## src/rtl/imem_loader.sv

```systemverilog
// Byte-stream instruction memory loader: HDR/LO/HI.../CSUM framing, checksum-gated CPU release.
// One byte per cycle, each write lands the cycle after its HI byte; rx_valid=0 holds all state.
module imem_loader #(
    parameter int WIDTH      = 12,
    parameter int IMEM_DEPTH = 256
) (
    input  logic                          clk,
    input  logic                          reset,
    input  logic                          rx_valid,
    input  logic [7:0]                    rx_data,
    output logic                          rx_ready,
    input  logic                          reload,
    output logic                          imem_we,
    output logic [$clog2(IMEM_DEPTH)-1:0] imem_waddr,
    output logic [WIDTH-1:0]              imem_wdata,
    output logic                          cpu_reset,
    output logic                          done,
    output logic                          err,
    output logic                          fmt_err
);

    localparam int AW = $clog2(IMEM_DEPTH);

    typedef enum logic [2:0] {
        S_HDR,
        S_LO,
        S_HI,
        S_CSUM,
        S_DONE,
        S_ERR
    } state_t;

    state_t        state, state_nxt;
    logic [8:0]    word_cnt;
    logic [7:0]    csum;
    logic [7:0]    lo_byte;
    logic [AW-1:0] word_addr;
    logic          hs;

    assign rx_ready  = (state == S_HDR) || (state == S_LO) ||
                       (state == S_HI)  || (state == S_CSUM);
    assign hs        = rx_valid && rx_ready;
    assign cpu_reset = (state != S_DONE);
    assign done      = (state == S_DONE);
    assign err       = (state == S_ERR);

    always_ff @(posedge clk) begin
        if (reset) begin
            state <= S_HDR;
        end else begin
            state <= state_nxt;
        end
    end

    always_comb begin
        state_nxt = state;
        case (state)
            S_HDR:   if (hs) state_nxt = S_LO;
            S_LO:    if (hs) state_nxt = S_HI;
            S_HI:    if (hs) state_nxt = (word_cnt == 9'd1) ? S_CSUM : S_LO;
            S_CSUM:  if (hs) state_nxt = (rx_data == csum) ? S_DONE : S_ERR;
            default: state_nxt = state;
        endcase
        // A reload drops any byte handshaken in the same cycle.
        if (reload) begin
            state_nxt = S_HDR;
        end
    end

    always_ff @(posedge clk) begin
        if (reset) begin
            word_cnt   <= '0;
            csum       <= '0;
            lo_byte    <= '0;
            word_addr  <= '0;
            imem_we    <= 1'b0;
            imem_waddr <= '0;
            imem_wdata <= '0;
            fmt_err    <= 1'b0;
        end else begin
            imem_we <= 1'b0;
            if (reload) begin
                word_addr <= '0;
                csum      <= '0;
                fmt_err   <= 1'b0;
            end else if (hs) begin
                case (state)
                    S_HDR: begin
                        word_cnt  <= (rx_data == 8'd0) ? 9'd256 : {1'b0, rx_data};
                        csum      <= rx_data;
                        word_addr <= '0;
                    end
                    S_LO: begin
                        lo_byte <= rx_data;
                        csum    <= csum ^ rx_data;
                    end
                    S_HI: begin
                        csum       <= csum ^ rx_data;
                        word_cnt   <= word_cnt - 9'd1;
                        imem_we    <= 1'b1;
                        imem_waddr <= word_addr;
                        imem_wdata <= WIDTH'({rx_data[3:0], lo_byte});
                        word_addr  <= word_addr + 1'b1;
                        if (rx_data[7:4] != 4'd0) begin
                            fmt_err <= 1'b1;
                        end
                    end
                    default: ;
                endcase
            end
        end
    end

endmodule

```

## config.mk

```make
export PLATFORM = sky130hd
export DESIGN_NAME = imem_loader
export DESIGN_NICKNAME = d
export VERILOG_FILES = /design/src/rtl/imem_loader.sv
export SDC_FILE = /design/constraint.sdc
export NUM_CORES = 1
export LEC_CHECK = 0
export BUFFER_PORTS_ARGS = -buffer_cell sky130_fd_sc_hd__buf_2
export CAP_MARGIN = 0
export CORE_UTILIZATION = 56
export CTS_CLUSTER_SIZE = 12
export DETAILED_ROUTE_END_ITERATION = 6
export PLACE_DENSITY = 0.78
export SYNTH_ARGS = -nofsm -noshare
export SYNTH_HDL_FRONTEND = slang
export SYNTH_SLANG_ARGS = --single-unit
```

## constraint.sdc

```tcl
create_clock -name clk -period 2 [get_ports clk]
set_clock_uncertainty 0.2 [all_clocks]
set_input_delay 0.2 -clock clk [delete_from_list [all_inputs] [get_ports clk]]
set_output_delay 0.2 -clock clk [all_outputs]
set_load 0.1 [all_outputs]
```

=== Yosys cells after proc, flatten, opt, wreduce, memory -nomap -nowiden ===
Index checks and enable logic that the tools add are counted.

* $add $sub $neg: 2
* Muxes and demuxes: 12
* Reductions and logical operators: 20
* Equal/unequal tests: 12
* Bitwise logic cells: 3

{| class="wikitable"
|+ Operators by type and width
! operator !! count
|-
| $pmux W8 S2 || 2
|-
| $pmux W9 S2 || 1
|-
| $mux W3 || 4
|-
| $pmux W3 S4 || 1
|-
| $reduce_and A3 Y1 || 4
|-
| $eq A9 B1 Y1 const B || 1
|-
| $mux W9 || 1
|-
| $sub A9 B1 Y9 const B || 1
|-
| $add A8 B1 Y8 const B || 1
|-
| $eq A8 B8 Y1 || 1
|-
| $logic_not A8 Y1 || 1
|-
| $ne A2 B2 Y1 const B || 4
|-
| $reduce_bool A4 Y1 || 2
|-
| $xor A8 B8 Y8 || 1
|-
| $eq A3 B2 Y1 const B || 2
|-
| $eq A3 B3 Y1 const B || 2
|-
| $reduce_and A5 Y1 || 1
|-
| $reduce_and A2 Y1 || 2
|-
| $reduce_bool A2 Y1 || 2
|-
| $reduce_or A2 Y1 || 2
|-
| $eq A3 B1 Y1 const B || 1
|-
| $logic_not A3 Y1 || 1
|-
| $logic_or A1 B1 Y1 || 3
|-
| $ne A3 B3 Y1 const B || 1
|-
| other kinds (5) || 7
|}

* Flip-flop bits (word level): 58
* Output and inout bits: 26

=== Depth between registers and ports, before layout ===
Gate-level depths: netlist (run 1).

* Depth in word-level cells: 7
* Gate-level depth with buffers: 6
* Depth with buffers taken out: 6

=== Worst setup path after synthesis (run 1) ===
Ideal clock, no wire load.

* Kind: flip-flop to output port
* Start: register state[2]
* End: output err
* Setup slack: -1.603 ns
* Arrival: 3.203 ns
* Stages on the path, launching flop included: 3
* Cells stage by stage: dfxtp_1 inv_1 nor3b_1

* Longest elaborated chain between the ends: 1

{| class="wikitable"
|+ RTL lines
! item !! line !! source
|-
| start: declaration || 33 || <nowiki>state_t state, state_nxt;</nowiki>
|-
| start signal: assignment || 51 || <nowiki>state <= state_nxt;</nowiki>
|-
| $eq A3 B3 Y1 || 45 || <nowiki>assign err = (state == S_ERR);</nowiki>
|-
| end: declaration || 18 || <nowiki>output logic err,</nowiki>
|}

No other way between the ends.

=== Worst setup path in the final report (run 1) ===
* Start: register state[1]
* End: output done

* Longest elaborated chain between the ends: 1

{| class="wikitable"
|+ RTL lines
! item !! line !! source
|-
| $eq A3 B3 Y1 || 44 || <nowiki>assign done = (state == S_DONE);</nowiki>
|-
| end: declaration || 17 || <nowiki>output logic done,</nowiki>
|}

No other way between the ends.

==> impl_metrics.env, run 1 <==
export IMPL_row_count=24
export IMPL_final_common_cell="nand2_1"
export IMPL_dr_wl_met2_mm=2.95
export IMPL_critPathBufInv=3
export IMPL_yosys_most_used_dff="dfxtp_1"
export IMPL_slew_headroom_pct=66.9
export IMPL_regArea_mm2=0.00116
export IMPL_io_pins=38
export IMPL_drt_wl_total_mm=6.22
export IMPL_detail_route_first_pass_iterations=4
export IMPL_coreArea_mm2=0.00441
export IMPL_synth_simple_area_share_pct=26.5
export IMPL_finalSetupViolations=0
export IMPL_cts_htree_levels=3
export IMPL_async_reset_ff_share_pct=0
export IMPL_worst_path_stages=4
export IMPL_yosysWarnings=0
export IMPL_clockBufferDepth=2
export IMPL_grt_pass1_wl_mm=10.3
export IMPL_synth_compound_gate_area_share_pct=12.8
export IMPL_path_class="reg -> out"
export IMPL_dpl_hpwl_mm=4.16
export IMPL_grt_pass1_vias=2179
export IMPL_reg2reg_depth=4
export IMPL_synth_edf_count=0
export IMPL_total_power_mw=2.45
export IMPL_r2r_start="word_cnt[4]"
export IMPL_fmaxAchievable_ghz=0.517
export IMPL_final_nets=379
export IMPL_cts_sinks=58
export IMPL_die_height_um=70.3
export IMPL_maxCapViolCount=0
export IMPL_final_cell_area_mm2=0.00320
export IMPL_synth_cell_types=50
export IMPL_start_util_pct=59.1
export IMPL_drtIter0Drc=109
export IMPL_ctsRootBufferMaster="clkbuf_8"
export IMPL_utilization_pct=72.4
export IMPL_holdCritPathClass="in -> reg"
export IMPL_viasPerCell=5.70
export IMPL_clock_latency_ps=340
export IMPL_syn2layout_area_growth_pct=22.5
export IMPL_max_stage_delay_ps=400
export IMPL_path_max_fanout=5
export IMPL_n_antenna_cell=0
export IMPL_crit_arrival_ps=1540
export IMPL_power_density_mw_per_mm2=767
export IMPL_multiInputGateArea_mm2=0.00137
export IMPL_die_x_um=70.3
export IMPL_regToRegEndpoint="word_cnt[8]"
export IMPL_synth_area_mm2=0.00261
export IMPL_die_area_mm2=0.00494
export IMPL_cp_slowest_cell="or3_4"
export IMPL_rsz0062_at_grt="false"
export IMPL_highest_signal_layer="met4"
export IMPL_startpoint="state[1]"
export IMPL_cpLargestDelayFamily="buffers and inverters"
export IMPL_grt_overflow=0
export IMPL_drcViolationCount=0
export IMPL_hold_viol_final=0
export IMPL_syn_nets=328
export IMPL_cts_tree="built"
export IMPL_leakage_nw=1.27
export IMPL_drive_gt1_share_pct=21.2
export IMPL_grtUsageTotal_pct=27.0
export IMPL_grt_max_degree=26
export IMPL_holdWs_ps=22.1
export IMPL_io_buffer_count=37
export IMPL_synth_top_family_by_area="simple AND/OR/NAND/NOR gates"
export IMPL_netlist_instances=313
export IMPL_post_place_ws_ps=145
export IMPL_antenna_found_initial=0
export IMPL_fill_cells=353
export IMPL_synth_xor_area_share_pct=7.38
export IMPL_synthAdderAreaFrac_pct=1.44
export IMPL_place_area_mm2=0.00292
export IMPL_synth_seq_cells=58
export IMPL_yosysSeqAreaShare_pct=44.5
export IMPL_avgSynthCellArea_um2=8.34
export IMPL_clkTransAtPathRegs_ps=60
export IMPL_crit_chain="buf_4 -> or3_4 -> clkinvlp_4 -> buf_12"
export IMPL_synthMuxAreaShare_pct=3.07
export IMPL_wl_met3_um=300
export IMPL_drtAntennaViolNets=0
export IMPL_routedLengthMet1_mm=2.80
export IMPL_endpoint_kind="output port"
export IMPL_final_cell_mix="nand2_1, dfxtp_1, buf_2, a21oi_1, nor2_1"
export IMPL_rrSetupSlack_ps=170
export IMPL_vias=2392
export IMPL_status="finished clean"
export IMPL_wire_per_inst_um=14.8
export IMPL_cp_endpoint="done"
export IMPL_slew_violations=0
export IMPL_numCtsBuffers=9
export IMPL_ir_drop_uv=708
export IMPL_period_share_pct=96.8
export IMPL_cp_required_ps=1600
export IMPL_critPathLaunchType="register"
export IMPL_worst_slew_pin_slew_ps=500
export IMPL_fin_ws_ps=64.6
export IMPL_post_route_min_period_ps=1940
export IMPL_place_congestion=0.840
cells by family after synthesis:
| family | Yosys count |
|---|---|
| buf+inv | 23 |
| fa+ha+maj | 3 |
| mux | 8 |
| compound gates | 57 |
| flops | 58 |
| simple gates | 142 |
| xor+xnor | 22 |
Yosys cell counts (all sizes together), types with 2 or more instances:
master / number / share of area (%)
a21oi: 30 / 6.0
a31oi: 3 / 0.72
and2: 2 / 0.48
buf: 7 / 2.0
clkbuf: 10 / 1.4
dfxtp: 58 / 44
ha: 3 / 1.4
inv: 6 / 0.86
mux2i: 8 / 3.1
nand2: 64 / 9.2
nand2b: 2 / 0.48
nand3: 13 / 2.7
nand3b: 3 / 0.86
nand4: 5 / 1.2
nor2: 29 / 4.8
nor3: 3 / 0.58
nor3b: 5 / 1.4
nor4: 2 / 0.48
nor4b: 2 / 0.67
o21ai: 12 / 2.3
o32ai: 2 / 0.67
or3: 2 / 0.48
or3b: 2 / 0.77
or4: 2 / 0.58
or4b: 2 / 0.77
xnor2: 19 / 6.4
xor2: 3 / 1.0
timing repair:
item / in CTS / in global routing
gates resized for setup: 0 / 5
buffers inserted: 0 / 0
hold endpoints to repair: 7 / 0
hold buffers: 7 / 0
setup endpoints to repair: 0 / 15
area by class of cell:
type	count	share of cell area (%)
clock inverters	3	1.25
inverters	6	0.939
repair buffers	56	11.8
well taps	52	2.04
clock buffers	12	4.54
multi-input cells	233	43.0
flip-flops and latches	58	36.4
metrics by stage:
stage | std cells | TNS [ps]
after floorplan | 313 | -518
after global placement | 397 | 0
after detailed placement | 397 | 0
after CTS | 419 | 0
after global routing | 420 | 0
final | 420 | 0
worst min path at each step:
stage	startpoint	endpoint	slack, ps	cells past startpoint
after floorplan	rx_data[3]	imem_wdata[11]	140	2
after global placement	fmt_err	fmt_err	230	2
after detailed placement	fmt_err	fmt_err	240	2
after CTS	rx_data[6]	lo_byte[6]	10	3
after global routing	rx_data[6]	lo_byte[6]	20	3
final	rx_data[6]	lo_byte[6]	20	3
worst register-to-register path, cell delays in order, from the launching register on:
cell     delay, ps
dfxtp_1        360
or4_1          560
nor4_1         330
a32oi_1        160
o21ai_0        150
layer usage:
layer  GRT usage, %  vias up
li1               -     1170
met1           33.6     1136
met2           43.0       67
met3           7.50       19
met4           12.9        0
met5              0        -
where the power goes:
group	switching [mW]	internal, mW	leakage, nW
registers	0.0177	1.17	0.470
clock network	0.443	0.598	0.0962
logic	0.126	0.0935	0.699
flip-flops by register name, summed over array words and instances (netlist names):
signal,flops
csum,8
state,3
imem_we,1
word_cnt,9
lo_byte,8
imem_wdata,12
fmt_err,1
imem_waddr,8
word_addr,8
Power figures use the tool's default switching activity.
==> run 2, diff against run 1 <==
ABC_AREA = 1   (was unset)
==> run 2 against run 1 <==
Effect of this change:
- the run now ends with design-rule violations left
- flip-flop and latch count did not move
- register-to-register slack gained 90 ps
- sequential power is essentially flat
- synthesized cell count increased by 22%
- combinational power grew 5%
- critical path type unchanged
- largest power group unchanged
==> impl_metrics.env, run 2 <==
export IMPL_largestRegisters="imem_wdata: 12 flops, word_cnt: 9 flops"
export IMPL_maxCapViolCount=0
export IMPL_synth_top_cells_by_count="nand2_1, nor2_1, dfxtp_1"
export IMPL_place_congestion=0.880
export IMPL_leakage_nw=1.45
export IMPL_power_density_mw_per_mm2=783
export IMPL_final_cell_area_mm2=0.00314
export IMPL_grt_overflow=0
export IMPL_post_route_min_period_ps=1920
export IMPL_drtIter0Drc=148
export IMPL_yosysWarnings=0
export IMPL_io_pins=38
export IMPL_syn_nets=398
export IMPL_grtUsageTotal_pct=27.1
export IMPL_startpoint="state[0]"
export IMPL_yosysSeqAreaShare_pct=43.0
export IMPL_rrSetupSlack_ps=260
export IMPL_synth_edf_count=0
export IMPL_antenna_found_initial=0
export IMPL_r2r_start="state[2]"
export IMPL_hold_viol_final=0
export IMPL_final_cell_mix="nand2_1, nor2_1, dfxtp_1, inv_1, a21oi_1"
export IMPL_final_nets=443
export IMPL_clock_latency_ps=340
export IMPL_worst_slew_pin_slew_ps=496
export IMPL_die_x_um=71.4
export IMPL_slew_headroom_pct=67.2
export IMPL_detail_route_first_pass_iterations=6
export IMPL_n_antenna_cell=0
export IMPL_critPathLaunchType="register"
export IMPL_netlist_instances=383
export IMPL_status="finished with violations"
export IMPL_ir_drop_uv=578
export IMPL_clkTransAtPathRegs_ps=70
export IMPL_top_register="imem_wdata"
export IMPL_grt_pass1_vias=2389
export IMPL_die_height_um=71.4
export IMPL_hold_depth=3
export IMPL_finalSetupViolations=0
export IMPL_grt_max_degree=30
export IMPL_row_count=24
export IMPL_fill_cells=380
export IMPL_coreArea_mm2=0.00450
export IMPL_clockBufferDepth=2
export IMPL_fmaxAchievable_ghz=0.521
export IMPL_synth_cell_types=27
export IMPL_crit_arrival_ps=1520
export IMPL_synth_top_area_share_pct=43.0
export IMPL_violations="design-rule violations"
export IMPL_reg2reg_depth=8
export IMPL_synth_area_mm2=0.00270
export IMPL_slew_violations=0
export IMPL_grt_pass1_wl_mm=10.8
export IMPL_yosys_most_used_dff="dfxtp_1"
export IMPL_drcViolationCount=4
export IMPL_ctsRootBufferMaster="clkbuf_8"
export IMPL_async_reset_ff_share_pct=0
export IMPL_vias=2569
export IMPL_total_power_mw=2.46
export IMPL_cts_sinks=58
export IMPL_viasPerCell=5.31
export IMPL_setup_tns_final_ps=0
export IMPL_period_share_pct=96.1
export IMPL_path_class="reg -> out"
export IMPL_cp_required_ps=1600
export IMPL_syn2layout_area_growth_pct=16.5
export IMPL_path_max_fanout=6
export IMPL_endpoint_kind="output port"
export IMPL_io_buffer_count=37
export IMPL_cts_tree="built"
export IMPL_wire_per_inst_um=12.6
export IMPL_regToRegEndpoint="imem_waddr[7]"
export IMPL_drive_gt1_share_pct=17.4
export IMPL_drtAntennaViolNets=0
export IMPL_numCtsBuffers=9
export IMPL_die_area_mm2=0.00510
export IMPL_holdCritPathClass="in -> reg"
export IMPL_synth_top_cell_by_area="dfxtp_1"
export IMPL_avgSynthCellArea_um2=7.04
export IMPL_multiInputGateArea_mm2=0.00129
export IMPL_synth_most_common_cell="nand2_1"
export IMPL_final_common_cell="nand2_1"
export IMPL_drt_wl_total_mm=6.11
export IMPL_rsz0062_at_grt="false"
export IMPL_place_area_mm2=0.00293
export IMPL_regArea_mm2=0.00116
export IMPL_start_util_pct=59.9
export IMPL_synth_area_leaders="dfxtp_1, nand2_1, nor2_1, a21oi_1, inv_1"
export IMPL_cts_htree_levels=3
export IMPL_cp_endpoint="err"
export IMPL_synth_seq_cells=58
export IMPL_utilization_pct=69.8
export IMPL_dpl_hpwl_mm=4.31
export IMPL_largest_reg_flops=12
[run 2: cell count changes after synthesis, sizes merged, moves of 4 or more]
cell	change
o21ai	+27
clkbuf	-7
nand4	+5
nor2	+35
xnor2	-14
inv	+42
a21oi	+8
nand2	+8
mux2i	-8
o22ai	+4
a22oi	+4
[run 2: worst min path at each step]
stage | from | slack [ps] | end
2_1_floorplan | rx_valid | 140 | state[2]
3_3_place_gp | fmt_err | 240 | fmt_err
3_5_place_dp | fmt_err | 250 | fmt_err
4_1_cts | rx_data[7] | 8 | lo_byte[7]
5_1_grt | rx_data[0] | 50 | csum[0]
6_report | rx_data[1] | 10 | csum[1]
[run 2: logic make-up after synthesis]
family	synth area share, %
AO/OA/AOI/OAI	16.8
XOR/XNOR	1.62
adder cells (fa/ha/maj)	1.39
buffers and inverters	9.60
flip-flops	43.0
AND/OR/NAND/NOR	27.5
[run 2: layout make-up]
class	count	share of cell area, %
well taps	52	2.07
inverters	48	5.73
clock inverters	6	1.87
repair buffers	46	8.28
clock buffers	9	3.94
flip-flops and latches	58	36.9
multi-input cells	265	41.2
[run 2: stage by stage]
stage,hold slack [ps],std cells,setup WS (ps)
5_1_grt,46.3,484,18.4
2_1_floorplan,143,383,-471
4_1_cts,7.90,484,78.0
6_report,10.4,484,78.9
3_3_place_gp,243,466,274
3_5_place_dp,251,466,212
[run 2: layer usage]
| metal | GRT usage [%] | wire length, um | up-vias |
|---|---|---|---|
| met3 | 4.36 | 305 | 10 |
| met4 | 13.1 | 84 | 0 |
| met1 | 36.2 | 2910 | 1157 |
| li1 | - | - | 1340 |
| met2 | 42.8 | 2800 | 62 |
| met5 | 0 | 0 | - |
[run 2: report_power, final]
group          internal [mW]  total, mW  switching, mW
sequential              1.18       1.19         0.0177
clock                  0.561       1.03          0.474
combinational         0.0764      0.232          0.156
[run 2: timing repair]
item / CTS / global route
hold endpoints to repair: 9 / 0
hold buffers: 3 / 0
setup endpoints to repair: 0 / 16
buffers inserted: 0 / 0
resized for setup: 0 / 1
[run 2: worst max-delay path: stages (launching register included)]
cell,delay [ps]
dfxtp_1,530
nand2_1,130
nor2_1,90
buf_2,420
==> run 3, diff against run 2 <==
CELL_PAD_IN_SITES_DETAIL_PLACEMENT = 0   (was unset)
CELL_PAD_IN_SITES_GLOBAL_PLACEMENT = 2   (was unset)
CORE_UTILIZATION = 32   (was 56)
PLACE_DENSITY = unset   (was 0.78)
PLACE_DENSITY_LB_ADDON = 0.1   (was unset)
==> run 3 against run 2 <==
Effect of this change:
- the run now ends clean
- cell area rose by 4.3%
- critical path depth stayed put
- sequential share of layout area down 1.5 points
- via count down 2.1%
- largest power group is now clock
==> impl_metrics.env, run 3 (synthesis gave the netlist of run 2 again) <==
export IMPL_period_share_pct=91.7
export IMPL_swShare_pct=26.4
export IMPL_coreArea_mm2=0.00818
export IMPL_finalSetupViolations=0
export IMPL_path_max_fanout=6
export IMPL_power_switching_mw=0.704
export IMPL_final_common_cell="nand2_1"
export IMPL_cp_required_ps=1600
export IMPL_critPathBufInv=1
export IMPL_n_antenna_cell=0
export IMPL_holdCritPathClass="in -> reg"
export IMPL_final_cell_mix="nand2_1, nor2_1, dfxtp_1, inv_1, a21oi_1"
export IMPL_start_util_pct=33.0
export IMPL_p_int_mw=1.96
export IMPL_grtUsageTotal_pct=18.0
export IMPL_row_count=33
export IMPL_die_height_um=93.8
export IMPL_path_class="reg -> out"
export IMPL_drtIter0Drc=85
export IMPL_drt_wl_total_mm=7.14
export IMPL_endpoint_kind="output port"
export IMPL_die_x_um=93.8
export IMPL_fill_cells=897
export IMPL_drcViolationCount=0
export IMPL_post_route_min_period_ps=1830
export IMPL_cts_sinks=58
export IMPL_drtAntennaViolNets=0
export IMPL_critPathLaunchType="register"
export IMPL_cpLargestDelayFamily="flip-flops"
export IMPL_grt_overflow=0
export IMPL_largestRegisters="imem_wdata: 12 flops, word_cnt: 9 flops"
export IMPL_cts_htree_levels=3
export IMPL_cp_slowest_cell="dfxtp_1"
export IMPL_grt_pass1_wl_mm=11.8
export IMPL_largest_reg_flops=12
export IMPL_clock_latency_ps=340
export IMPL_slew_violations=0
export IMPL_top_register="imem_wdata"
export IMPL_numCtsBuffers=9
export IMPL_detail_route_first_pass_iterations=6
export IMPL_grt_pass1_vias=2294
export IMPL_crit_arrival_ps=1430
export IMPL_final_cell_area_mm2=0.00328
export IMPL_io_buffer_count=37
export IMPL_rrSetupSlack_ps=260
export IMPL_clkTransAtPathRegs_ps=70
export IMPL_status="finished clean"
export IMPL_leakage_nw=1.46
export IMPL_rsz0062_at_grt="false"
export IMPL_combPwrFrac_pct=9.1
export IMPL_antenna_found_initial=0
export IMPL_io_pins=38
export IMPL_wire_per_inst_um=13.2
export IMPL_hold_viol_final=0
export IMPL_crit_chain="nand2_1 -> nor2_1 -> clkbuf_4"
export IMPL_p_seq_share_pct=44.7
export IMPL_power_density_mw_per_mm2=814
export IMPL_dpl_hpwl_mm=5.12
export IMPL_place_area_mm2=0.00300
export IMPL_grt_max_degree=31
export IMPL_total_power_mw=2.67
export IMPL_syn2layout_area_growth_pct=21.6
export IMPL_vias=2515
export IMPL_ctsRootBufferMaster="clkbuf_8"
export IMPL_place_congestion=0.851
export IMPL_fmaxAchievable_ghz=0.545
export IMPL_maxCapViolCount=0
export IMPL_clkPwrFrac_pct=46.2
export IMPL_slew_headroom_pct=67.5
export IMPL_viasPerCell=4.67
export IMPL_worst_slew_pin_slew_ps=491
export IMPL_drive_gt1_share_pct=17.3
export IMPL_clockBufferDepth=2
export IMPL_ir_drop_uv=311
export IMPL_final_nets=444
export IMPL_max_stage_delay_ps=530
export IMPL_die_area_mm2=0.00880
export IMPL_cts_tree="built"
run 3: path summary, 6_finish.rpt:
| path | from | end | depth (start not counted) |
|---|---|---|---|
| worst max register to register | state[2] | csum[5] | 9 |
| worst min register to register | fmt_err | fmt_err | 2 |
| worst max-delay path | state[0] | err | 3 |
| worst min-delay path | rx_data[6] | word_cnt[6] | 5 |
run 3: final cells by class:
cell class                      count  area, um^2  share of cell area (%)
Multi-Input combinational cell    265        1290                    39.5
Sequential cell                    58        1160                    35.4
Timing Repair Buffer               47         288                    8.78
Inverter                           48         180                    5.49
Tap cell                          105         131                    4.01
Clock buffer                        9         124                    3.78
Clock inverter                      7         101                    3.09
run 3: worst register-to-register path: stages, from the launching register on:
cell     delay, ps
dfxtp_1        310
inv_2          120
nand2_4         90
inv_1          100
nand2_1        130
nor2_1         260
buf_4          230
o22ai_1         80
nand2_1         60
nor2_1          40
run 3: what timing repair did:
action | CTS | global route
setup buffers | 0 | 0
hold buffers | 5 | 0
gates resized for setup | 0 | 2
setup endpoints to repair | 0 | 9
endpoints found under the hold margin | 11 | 0
run 3: power by group through the flow:
stage,Clock [mW],Sequential (mW),Combinational [mW]
CTS,1.27,1.19,0.244
global route,1.34,1.20,0.271
detailed placement,0,1.22,0.235
global placement,0,1.22,0.236
floorplan,0,1.23,0.153
finish,1.23,1.19,0.242
run 3: per-layer routing:
metal	share of wire (%)	up-vias	GRT usage [%]
met4	1.1	0	5.38
met1	50	1129	23.5
met3	2.8	8	5.10
li1	-	1346	-
met2	46	32	28.5
met5	0	-	0
run 3: metrics by stage:
stage	hold slack [ps]	TNS, ps	setup slack (ps)	util, %	std cells
floorplan	143	-750	-471	-	383
global placement	250	0	238	36.7	518
detailed placement	261	0	224	36.7	518
CTS	15.0	0	47.3	40.0	539
global route	39.0	0	41.2	40.1	539
finish	26.6	0	166	40.1	539
